`src/rtl/neander_mem_pkg.sv`:
```
// Shared widths and constants for the Neander memory-side responder.
package neander_mem_pkg;

  parameter int unsigned DATA_W = 4;
  parameter int unsigned ADDR_W = 4;
  localparam int unsigned DEPTH = 1 << ADDR_W;

  localparam logic [DATA_W-1:0] OP_HLT = 4'hF;

endpackage

```
`src/rtl/neander_mem_if.sv`:
```
// FSM strobe, preload and status bundle between the control FSM and neander_mem.
interface neander_mem_if import neander_mem_pkg::*; ();

  logic              run;
  logic              selPC;
  logic              enREM;
  logic              write;
  logic              selMEM;
  logic              enPC;
  logic [DATA_W-1:0] acc_in;
  logic              load_valid;
  logic [ADDR_W-1:0] load_addr;
  logic [DATA_W-1:0] load_data;
  logic              load_ready;
  logic              op3;
  logic              op2;
  logic              op1;
  logic              op0;
  logic [ADDR_W-1:0] pc;
  logic [ADDR_W-1:0] rem;
  logic              halted;

  modport master (
    output run, selPC, enREM, write, selMEM, enPC, acc_in,
    output load_valid, load_addr, load_data,
    input  load_ready, op3, op2, op1, op0, pc, rem, halted
  );

  modport slave (
    input  run, selPC, enREM, write, selMEM, enPC, acc_in,
    input  load_valid, load_addr, load_data,
    output load_ready, op3, op2, op1, op0, pc, rem, halted
  );

endinterface

```
`src/rtl/ram16x4.sv`:
```
// 16 x 4 RAM: synchronous write, combinational read, every word cleared by async reset.
module ram16x4 import neander_mem_pkg::*; (
  input  logic              clock,
  input  logic              reset,
  input  logic              we,
  input  logic [ADDR_W-1:0] waddr,
  input  logic [DATA_W-1:0] wdata,
  input  logic [ADDR_W-1:0] raddr,
  output logic [DATA_W-1:0] rdata
);

  logic [DATA_W-1:0] mem_q [DEPTH];

  always_ff @(posedge clock or negedge reset) begin
    if (!reset) begin
      mem_q <= '{default: '0};
    end else if (we) begin
      mem_q[waddr] <= wdata;
    end
  end

  assign rdata = mem_q[raddr];

endmodule

```
`src/rtl/neander_mem.sv`:
```
// Neander memory responder: PC, REM and RDM around ram16x4, with a preload path when stopped.
module neander_mem import neander_mem_pkg::*; (
  input logic           clock,
  input logic           reset,
  neander_mem_if.slave  bus
);

  logic [ADDR_W-1:0] pc_q, pc_d;
  logic [ADDR_W-1:0] rem_q, rem_d;
  logic [DATA_W-1:0] rdm_q, rdm_d;
  logic              halted_q, halted_d;

  logic              fetch;
  logic              ram_we;
  logic [ADDR_W-1:0] ram_waddr;
  logic [DATA_W-1:0] ram_wdata;
  logic [DATA_W-1:0] ram_rdata;

  assign fetch = bus.enREM & bus.selPC;

  // Preload owns the write port while stopped; the FSM owns it while running.
  assign ram_we    = bus.run ? bus.write : bus.load_valid;
  assign ram_waddr = bus.run ? rem_q : bus.load_addr;
  assign ram_wdata = bus.run ? bus.acc_in : bus.load_data;

  ram16x4 u_ram (
    .clock (clock),
    .reset (reset),
    .we    (ram_we),
    .waddr (ram_waddr),
    .wdata (ram_wdata),
    .raddr (rem_q),
    .rdata (ram_rdata)
  );

  always_comb begin
    pc_d     = pc_q;
    rem_d    = rem_q;
    rdm_d    = rdm_q;
    halted_d = halted_q;
    if (bus.run) begin
      if (bus.enREM) begin
        rem_d = bus.selPC ? pc_q : rdm_q;
      end
      if (fetch && bus.enPC) begin
        pc_d = pc_q + 1'b1;
      end
      if (fetch && !bus.enPC) begin
        halted_d = 1'b1;
      end
      // Same-edge write and read return the value being written.
      if (bus.selMEM) begin
        rdm_d = bus.write ? bus.acc_in : ram_rdata;
      end
    end
  end

  always_ff @(posedge clock or negedge reset) begin
    if (!reset) begin
      pc_q     <= '0;
      rem_q    <= '0;
      rdm_q    <= '0;
      halted_q <= 1'b0;
    end else begin
      pc_q     <= pc_d;
      rem_q    <= rem_d;
      rdm_q    <= rdm_d;
      halted_q <= halted_d;
    end
  end

  assign bus.load_ready = ~bus.run & reset;
  assign bus.op3        = rdm_q[3];
  assign bus.op2        = rdm_q[2];
  assign bus.op1        = rdm_q[1];
  assign bus.op0        = rdm_q[0];
  assign bus.pc         = pc_q;
  assign bus.rem        = rem_q;
  assign bus.halted     = halted_q;

endmodule

```
`src/flat_wrapper.sv`:
```
// flat-port wrapper written by rule: the top's interface ports become plain ports
module neander_mem_flat import neander_mem_pkg::*;
  (clock, reset, bus_run, bus_selPC, bus_enREM, bus_write, bus_selMEM, bus_enPC, bus_acc_in, bus_load_valid, bus_load_addr, bus_load_data, bus_load_ready, bus_op3, bus_op2, bus_op1, bus_op0, bus_pc, bus_rem, bus_halted);
  neander_mem_if bus_i ();
  input logic clock;
  input logic reset;
  input wire logic [$bits(bus_i.run)-1:0] bus_run;
  input wire logic [$bits(bus_i.selPC)-1:0] bus_selPC;
  input wire logic [$bits(bus_i.enREM)-1:0] bus_enREM;
  input wire logic [$bits(bus_i.write)-1:0] bus_write;
  input wire logic [$bits(bus_i.selMEM)-1:0] bus_selMEM;
  input wire logic [$bits(bus_i.enPC)-1:0] bus_enPC;
  input wire logic [$bits(bus_i.acc_in)-1:0] bus_acc_in;
  input wire logic [$bits(bus_i.load_valid)-1:0] bus_load_valid;
  input wire logic [$bits(bus_i.load_addr)-1:0] bus_load_addr;
  input wire logic [$bits(bus_i.load_data)-1:0] bus_load_data;
  output wire logic [$bits(bus_i.load_ready)-1:0] bus_load_ready;
  output wire logic [$bits(bus_i.op3)-1:0] bus_op3;
  output wire logic [$bits(bus_i.op2)-1:0] bus_op2;
  output wire logic [$bits(bus_i.op1)-1:0] bus_op1;
  output wire logic [$bits(bus_i.op0)-1:0] bus_op0;
  output wire logic [$bits(bus_i.pc)-1:0] bus_pc;
  output wire logic [$bits(bus_i.rem)-1:0] bus_rem;
  output wire logic [$bits(bus_i.halted)-1:0] bus_halted;
  assign bus_i.run = bus_run;
  assign bus_i.selPC = bus_selPC;
  assign bus_i.enREM = bus_enREM;
  assign bus_i.write = bus_write;
  assign bus_i.selMEM = bus_selMEM;
  assign bus_i.enPC = bus_enPC;
  assign bus_i.acc_in = bus_acc_in;
  assign bus_i.load_valid = bus_load_valid;
  assign bus_i.load_addr = bus_load_addr;
  assign bus_i.load_data = bus_load_data;
  assign bus_load_ready = bus_i.load_ready;
  assign bus_op3 = bus_i.op3;
  assign bus_op2 = bus_i.op2;
  assign bus_op1 = bus_i.op1;
  assign bus_op0 = bus_i.op0;
  assign bus_pc = bus_i.pc;
  assign bus_rem = bus_i.rem;
  assign bus_halted = bus_i.halted;
  neander_mem u_core (.clock(clock), .reset(reset), .bus(bus_i));
endmodule
```
`config.mk`:
```
export PLATFORM = sky130hd
export DESIGN_NAME = neander_mem_flat
export DESIGN_NICKNAME = d
export VERILOG_FILES = /design/src/rtl/neander_mem_pkg.sv /design/src/rtl/neander_mem_if.sv /design/src/rtl/ram16x4.sv /design/src/rtl/neander_mem.sv /design/src/flat_wrapper.sv
export SDC_FILE = /design/constraint.sdc
export NUM_CORES = 1
export LEC_CHECK = 0
export BUFFER_PORTS_ARGS = -buffer_cell sky130_fd_sc_hd__buf_2
export CAP_MARGIN = 10
export CELL_PAD_IN_SITES_DETAIL_PLACEMENT = 1
export CELL_PAD_IN_SITES_GLOBAL_PLACEMENT = 2
export CORE_MARGIN = 3
export CORE_UTILIZATION = 43
export CTS_CLUSTER_SIZE = 28
export DETAILED_ROUTE_END_ITERATION = 8
export PLACE_DENSITY = 0.76
export SETUP_SLACK_MARGIN = 0.02
export SLEW_MARGIN = 20
export SYNTH_ARGS = -nofsm -noshare
export SYNTH_HDL_FRONTEND = slang
export SYNTH_SLANG_ARGS = --single-unit
export TNS_END_PERCENT = 50
```
`constraint.sdc`:
```
create_clock -name clock -period 2.03 [get_ports clock]
set_input_delay 0.5075 -clock clock [delete_from_list [all_inputs] [get_ports clock]]
set_output_delay 0.5075 -clock clock [all_outputs]
set_load 0.02 [all_outputs]
```
==> flow_summary.rst, run 1 <==
.. list-table::
   :header-rows: 1

   * - Metric
     - Value
   * - Number of standard cells in the final layout excluding fillers
     - 434
   * - Worst min path class
     - primary input to flip-flop
   * - Count of pins on the block boundary
     - 35
   * - TritonCTS Buffers
     - 9
   * - Worst setup skew after layout
     - 0.01576 ns
   * - Clk Tree Root Cell
     - sky130_fd_sc_hd__clkbuf_8
   * - Sequential share of power
     - 0.431
   * - Final antenna diode count
     - 0
   * - Final Critical Period
     - 1.912 ns
   * - Max Slew Vio Count
     - 0
   * - Outcome
     - complete, no violations
   * - Number of antenna violations at the first check in global routing
     - 0
   * - Most used flip-flop cell after synthesis
     - sky130_fd_sc_hd__dfrtp_1
   * - Clock H-tree levels
     - 3
   * - Syn Inst Count
     - 271
   * - Hold Path Depth
     - 2
   * - Worst reg2reg startpoint
     - u_core.bus.rem[0]
   * - Width of the die
     - 101.8 um
   * - Comb power frac
     - 0.347
   * - Hold path startpoint
     - bus_enPC
   * - Area of combinational cells with multiple inputs
     - 1931 um2
   * - Number of cell rows
     - 34
   * - Worst R2R Path Depth
     - 5
   * - Clock insertion delay at the later pin of the skew report
     - 0.36 ns
   * - Chain of cells forming the critical path
     - buf_12 > mux4_2 > mux2_2 > a221oi_1 > o21ai_1
   * - Placed insts
     - 419
   * - Net count after synthesis
     - 293
   * - Net Sw Power
     - 1.966 mW
   * - Unique cell type count in the Yosys netlist
     - 41
   * - Ratio of routed vias to standard cells
     - 5.641
   * - Die footprint
     - 10370 um2
   * - Length of routed wiring on met1
     - 4624 um
   * - Share of the yosys chip area belonging to registers
     - 0.4881
   * - Setup repair after global routing missed its margin
     - false
   * - Int Pwr
     - 4.384 mW
   * - Cell area after technology mapping
     - 3948 um2
   * - Num Clock Sinks
     - 77
   * - Antenna Nets Post-Route
     - 0
   * - Resize count post-CTS
     - 0
   * - TritonCTS clock tree
     - yes
   * - Met2 wirelength from detailed routing
     - 4471 um
   * - Switching portion of total power
     - 0.3096
   * - Top layer used by detailed routing
     - met4
   * - Buffering stage count on the worst path with inverters included
     - 1
   * - DR iter-0 viols
     - 109
   * - Smallest setup slack after layout
     - 0.1182 ns
   * - Clock Power Share
     - 0.222
   * - Leading cell type in the layout, fill and taps excluded
     - sky130_fd_sc_hd__dfrtp_1
   * - Final period util
     - 0.9418
   * - Core region area
     - 8806 um2
   * - Pin count of the biggest net entering global routing
     - 78
   * - Least-Margin Pin Slew
     - 0.9947 ns
   * - Proportion of layout cells with a drive suffix above 1
     - 0.4448
   * - Critical Path RT
     - 2.26 ns
   * - Detailed-routed wire length on met3
     - 479 um
   * - Share of async-settable or async-resettable flops after synthesis
     - 1.000
   * - Synth Area per Inst
     - 14.57 um2
   * - Number of fillers in the final layout
     - 880
   * - Half-perimeter wire length of the detailed placement result
     - 6729 um
   * - Hold endpoint
     - u_core.bus.halted
   * - R2R Setup Slk
     - 0.12 ns
   * - Final Util
     - 0.5229
   * - Net total in the final layout
     - 344
   * - Number of port buffers
     - 34
   * - Placement-stage cell area
     - 4353 um2
   * - Number of design rule violations left after detail routing
     - 0
   * - Critical register-to-register path endpoint
     - u_core.rdm_q[3]
   * - Number of warnings printed during yosys synthesis
     - 0
   * - Leakage power total
     - 2.204 nW
   * - Total vias in the final route
     - 2448
   * - Class of the most critical setup path
     - flip-flop to flip-flop
   * - Highest-count cells in the layout ignoring fill and taps
     - sky130_fd_sc_hd__dfrtp_1, sky130_fd_sc_hd__mux2_1, sky130_fd_sc_hd__buf_2
   * - Final Hold Vio Count
     - 0
   * - CTS Buffer Depth
     - 2
   * - Logic depth of the worst path, buffers included
     - 5
   * - Routed wirelength normalized by instance count
     - 22.18 um
   * - Post CTS Setup Buffer Count
     - 0
   * - Global route total overflow
     - 0
   * - Post-synthesis to final-layout area growth
     - 16.64%
   * - Critical Path Start Type
     - flip-flop
   * - Total GRT Usage
     - 0.2021
   * - Crit. End Element
     - flip-flop
   * - Final setup violation count
     - 0
   * - Cts hold-fix bufs
     - 0
   * - Starting Density
     - 0.4483
   * - Die Span Y
     - 101.8 um
   * - Gate family responsible for the most delay along the worst path
     - multiplexers
   * - Max stage delay on crit path
     - 0.52 ns
   * - Flip-flop and latch count after synthesis
     - 77
   * - First-pass GRT wire length
     - 15560 um
   * - Pre-CTS setup slack
     - -0.03617 ns
   * - Router iterations before antenna repair
     - 4
   * - Peak supply drop
     - 0.5154 mV
   * - Clock-pin transition on the worst setup and hold timing paths
     - 0.09 ns
   * - Post-route cell area
     - 4604 um2
   * - Area occupied by registers
     - 1928 um2
   * - Cell with the largest stage delay on the worst path
     - sky130_fd_sc_hd__mux4_2
   * - Data arrival at the endpoint of the critical path
     - 2.14 ns
   * - Cell area power density
     - 1379 nW/um2
   * - Highest net fanout along the worst path
     - 13
   * - Last weighted congestion value of the routability-driven placer
     - 0.8558
   * - Achievable Freq
     - 523.1 MHz
   * - Count of flip-flops with a built-in enable after synthesis
     - 0
   * - Final Routed Wirelength
     - 9624 um
   * - Vias in the first global route
     - 2643
   * - Number of max-cap violations
     - 0
   * - Slew Limit Headroom
     - 0.3369
state kept, by name (all words and copies together) (netlist names):
signal              flops
u_core.bus.rem          4
u_core.bus.pc           4
u_core.u_ram.mem_q     64
u_core.rdm_q            4
u_core.bus.halted       1
power by group through the flow:
stage | combinational (mW) | sequential [mW] | clock (mW)
global placement | 2.15 | 2.73 | 0
floorplan | 1.57 | 2.67 | 0
detailed placement | 2.21 | 2.76 | 0
CTS | 2.22 | 2.74 | 1.44
finish | 2.20 | 2.74 | 1.41
global route | 2.39 | 2.84 | 1.50
per-stage QoR:
stage                     power [mW]  hold WS [ns]  setup TNS (ns)
after global placement         4.880        0.4544        -0.04846
after floorplan                4.242        0.2119               0
after detailed placement       4.966        0.4600         -0.2322
after global routing           6.730        0.3405               0
final                          6.350        0.3548               0
after CTS                      6.397        0.3348               0
worst max-delay path by stage:
| stage | startpoint | slack (ns) | to |
|---|---|---|---|
| 6_report | u_core.bus.rem[0] | 0.12 | u_core.rdm_q[3] |
| 5_1_grt | u_core.bus.rem[0] | 0.02 | u_core.rdm_q[3] |
| 4_1_cts | u_core.bus.rem[0] | 0.03 | u_core.rdm_q[2] |
| 3_5_place_dp | bus_run | -0.04 | u_core.u_ram.mem_q[24] |
| 3_3_place_gp | bus_run | -0.01 | u_core.u_ram.mem_q[18] |
| 2_1_floorplan | bus_run | 0.07 | u_core.u_ram.mem_q[32] |
synth_stat cells (all sizes together) (2+ instances only):
cell type	count	area, um2
a22o	2	18.77
and3	3	18.77
a21oi	4	20.02
buf	10	70.06
nand2	15	108.9
mux2	74	938.4
mux2i	9	90.09
o32ai	2	55.05
and2	2	15.02
mux4	16	360.4
xnor2	2	17.52
nand3	4	20.02
o21ai	7	35.03
a221oi	4	35.03
inv	3	11.26
nor2b	2	12.51
nor2	15	56.30
clkbuf	6	22.52
dfrtp	77	1927
routing by layer:
layer | GRT usage | vias up
li1 | - | 1095
met1 | 0.2860 | 1295
met2 | 0.3209 | 53
met3 | 0.04300 | 5
met4 | 0.04945 | 0
met5 | 0 | -
final cells by class:
type	instances	share of cell area
sequential	77	0.4187
clock inverter	6	0.02446
tap	108	0.02935
timing repair buffer	56	0.07880
multi-input combinational	175	0.4193
clock buffer	9	0.02690
inverter	3	0.002446
worst reg2reg max path, delay by kind of cell, from the launching register on:
kind | cells | cell delay [ns]
buf+inv | 1 | 0.17
compound gates | 2 | 0.38
mux | 2 | 0.82
flops | 1 | 0.41
cell families (layout without fill, tap and decap cells):
kind of cell,after synthesis,after routing,share of synthesized area
adder cells (fa/ha/maj),1,1,0.003169
buffers and inverters,19,74,0.02631
AO/OA/AOI/OAI,23,23,0.05071
AND/OR/NAND/NOR,49,49,0.07322
flip-flops,77,77,0.4881
XOR/XNOR,3,3,0.006657
multiplexers,99,99,0.3518
No activity file was read; power rests on OpenSTA's default activity.
==> run 2: changes to the inputs <==
--- a/config.mk
+++ b/config.mk
@@ -5,15 +5,15 @@
 export SDC_FILE = /design/constraint.sdc
 export NUM_CORES = 1
 export LEC_CHECK = 0
-export BUFFER_PORTS_ARGS = -buffer_cell sky130_fd_sc_hd__buf_2
 export CAP_MARGIN = 10
 export CELL_PAD_IN_SITES_DETAIL_PLACEMENT = 1
 export CELL_PAD_IN_SITES_GLOBAL_PLACEMENT = 2
 export CORE_MARGIN = 3
-export CORE_UTILIZATION = 43
+export CORE_UTILIZATION = 45
 export CTS_CLUSTER_SIZE = 28
 export DETAILED_ROUTE_END_ITERATION = 8
-export PLACE_DENSITY = 0.76
+export DONT_BUFFER_PORTS = 1
+export PLACE_DENSITY = 0.74
 export SETUP_SLACK_MARGIN = 0.02
 export SLEW_MARGIN = 20
 export SYNTH_ARGS = -nofsm -noshare
==> run 2 against run 1 <==
Against the previous run: clock skew is 0.0071 ns lower; core utilization down 0.92 points; combinational power is 13% lower; critical path depth did not move; worst hold slack worse by 0.51 ns; die area down 4.2%; clock power decreased by 18%; cell count shrank 9.9%; maximum frequency decreased by 0.57%; sequential share of layout area rose by 2.9 points; via count decreased by 8.0%; the flow now finishes with violations (hold timing).
==> flow_summary.rst, run 2 (same netlist as run 1, synthesis figures left out) <==
.. list-table::
   :header-rows: 1

   * - Metric
     - Value
   * - Net Sw Power
     - 1.818 mW
   * - Clk Tree Root Cell
     - sky130_fd_sc_hd__clkbuf_8
   * - Peak supply drop
     - 0.4470 mV
   * - Clock Power Share
     - 0.195
   * - Width of the die
     - 99.66 um
   * - Critical register-to-register path endpoint
     - u_core.rdm_q[0]
   * - Worst reg2reg startpoint
     - u_core.bus.rem[0]
   * - Number of fillers in the final layout
     - 838
   * - Largest register by flop count
     - u_core.u_ram.mem_q
   * - Total Negative Setup Slacks
     - 0 ns
   * - Leakage power total
     - 2.009 nW
   * - Crit. End Element
     - flip-flop
   * - Antenna Nets Post-Route
     - 0
   * - Int Pwr
     - 4.064 mW
   * - Least-Margin Pin Slew
     - 0.5330 ns
   * - Router iterations before antenna repair
     - 4
   * - Logic depth of the worst path, buffers included
     - 5
   * - Number of max-cap violations
     - 0
   * - Achievable Freq
     - 520.1 MHz
   * - Half-perimeter wire length of the detailed placement result
     - 6681 um
   * - Core region area
     - 8382 um2
   * - Last weighted congestion value of the routability-driven placer
     - 0.7649
   * - Final Routed Wirelength
     - 9275 um
   * - Violated checks
     - hold timing
   * - Final Hold Vio Count
     - 77
   * - Slew Limit Headroom
     - 0.6447
   * - Post CTS Setup Buffer Count
     - 0
   * - Leading cell type in the layout, fill and taps excluded
     - sky130_fd_sc_hd__dfrtp_1
   * - Net total in the final layout
     - 303
   * - Buffering stage count on the worst path with inverters included
     - 1
   * - Gate family responsible for the most delay along the worst path
     - multiplexers
   * - Capturing instance or port of the critical path
     - u_core.rdm_q[0]
   * - Comb power frac
     - 0.326
   * - Worst min path class
     - primary input to async pin
   * - Sequential share of power
     - 0.479
   * - Routed wirelength normalized by instance count
     - 23.72 um
   * - Cell area power density
     - 1366 nW/um2
   * - Highest net fanout along the worst path
     - 18
   * - Pin count of the biggest net entering global routing
     - 79
   * - Final Critical Period
     - 1.923 ns
   * - Max Slew Vio Count
     - 0
   * - TritonCTS clock tree
     - yes
   * - Die Span Y
     - 99.66 um
   * - Crit path from
     - u_core.bus.rem[0]
   * - Outcome
     - finished with violations
   * - Total vias in the final route
     - 2252
   * - Worst setup skew after layout
     - 0.008684 ns
   * - TritonCTS Buffers
     - 9
   * - Highest-count cells in the layout ignoring fill and taps
     - sky130_fd_sc_hd__dfrtp_1, sky130_fd_sc_hd__mux2_1, sky130_fd_sc_hd__mux2_4
   * - Final setup violation count
     - 0
   * - Max stage delay on crit path
     - 0.53 ns
   * - Ratio of routed vias to standard cells
     - 5.760
   * - Critical Path RT
     - 2.26 ns
   * - Clock H-tree levels
     - 3
   * - Clock-pin transition on the worst setup and hold timing paths
     - 0.08 ns
   * - CTS Buffer Depth
     - 2
   * - Vias in the first global route
     - 2551
   * - Post-synthesis to final-layout area growth
     - 9.065%
   * - Area of combinational cells with multiple inputs
     - 1919 um2
   * - Num Clock Sinks
     - 77
   * - Number of port buffers
     - 0
   * - Min Hold Slack
     - -0.1584 ns
   * - Final period util
     - 0.9471
   * - Class of the most critical setup path
     - flip-flop to flip-flop
   * - First-pass GRT wire length
     - 15040 um
   * - Worst R2R Path Depth
     - 5
   * - Final antenna diode count
     - 0
   * - Number of antenna violations at the first check in global routing
     - 0
   * - Setup repair after global routing missed its margin
     - false
   * - Number of cell rows
     - 33
   * - Final Util
     - 0.5137
   * - Cell with the largest stage delay on the worst path
     - sky130_fd_sc_hd__mux4_2
   * - Starting Density
     - 0.4710
   * - Die footprint
     - 9932 um2
   * - Count of pins on the block boundary
     - 35
   * - Total GRT Usage
     - 0.2025
   * - Number of design rule violations left after detail routing
     - 0
   * - Global route total overflow
     - 0
   * - Area occupied by registers
     - 1927 um2
   * - Proportion of layout cells with a drive suffix above 1
     - 0.3531
   * - Chain of cells forming the critical path
     - buf_12 > mux4_2 > mux2_2 > a221oi_1 > o21ai_1
   * - DR iter-0 viols
     - 93
   * - Number of flip-flops in the largest register
     - 64
   * - Switching portion of total power
     - 0.3091
   * - Power consumption
     - 5.882 mW
   * - Clock insertion delay at the later pin of the skew report
     - 0.35 ns
   * - R2R Setup Slk
     - 0.11 ns
   * - Critical Path Start Type
     - flip-flop
   * - Data arrival at the endpoint of the critical path
     - 2.16 ns
-- run 2: cell count changes in the layout (fill, tap and decap cells not counted), sizes merged --
cell,delta
clkinv,+1
clkbuf,+2
bufinv,-2
buf,-41
-- run 2: routing by layer --
layer	global-route usage	part of all wire
met1	0.2796	0.47
met2	0.3191	0.47
met3	0.05820	0.051
met4	0.04412	0.0096
met5	0	0
-- run 2: metrics by stage --
step / cell area [um2] / worst slack [ns] / hold WS, ns / cells
after floorplan: 3948 / 0.06510 / 0.2119 / 271
after global placement: 4111 / 0.1484 / 0.2136 / 375
after detailed placement: 4111 / 0.1121 / 0.2136 / 375
after CTS: 4303 / 0.09830 / -0.1680 / 391
after global routing: 4305 / 0.03446 / -0.1826 / 391
final: 4305 / 0.1073 / -0.1584 / 391
-- run 2: power groups by stage --
stage               logic, mW  clock network, mW  registers, mW
CTS                      1.94               1.18           2.82
global placement         1.88                  0           2.82
global route             2.06               1.25           2.92
floorplan                1.57                  0           2.67
finish                   1.92               1.15           2.82
detailed placement       1.93                  0           2.85
-- run 2: worst reg2reg max path, delay by kind of cell (launching register included) --
family | cells | cell delay [ns]
buffers and inverters | 1 | 0.19
AOI/OAI and AO/OA | 2 | 0.37
DFF | 1 | 0.41
muxes | 2 | 0.84
-- run 2: cell type report --
class,instances,share of cell area
clock buffer,11,0.03284
timing repair buffer,15,0.02906
clock inverter,5,0.01162
multi-input combinational,175,0.4458
tap,105,0.03051
sequential,77,0.4475
inverter,3,0.002616
-- run 2: worst min path at each step --
| stage | endpoint | depth (start not counted) | slack [ns] | startpoint |
|---|---|---|---|---|
| final | u_core.u_ram.mem_q[19] | 0 | -0.16 | reset |
| after global routing | u_core.u_ram.mem_q[19] | 0 | -0.18 | reset |
| after CTS | u_core.bus.pc[0] | 0 | -0.17 | reset |
| after detailed placement | u_core.u_ram.mem_q[19] | 0 | 0.21 | reset |
| after global placement | u_core.u_ram.mem_q[19] | 0 | 0.21 | reset |
| after floorplan | u_core.bus.halted | 0 | 0.21 | reset |
-- run 2: what timing repair did --
| action | 4_1_cts | 5_1_grt |
|---|---|---|
| endpoints found under the hold margin | 77 | 77 |
| setup endpoints to repair | 0 | 4 |
| resized for setup | 0 | 1 |
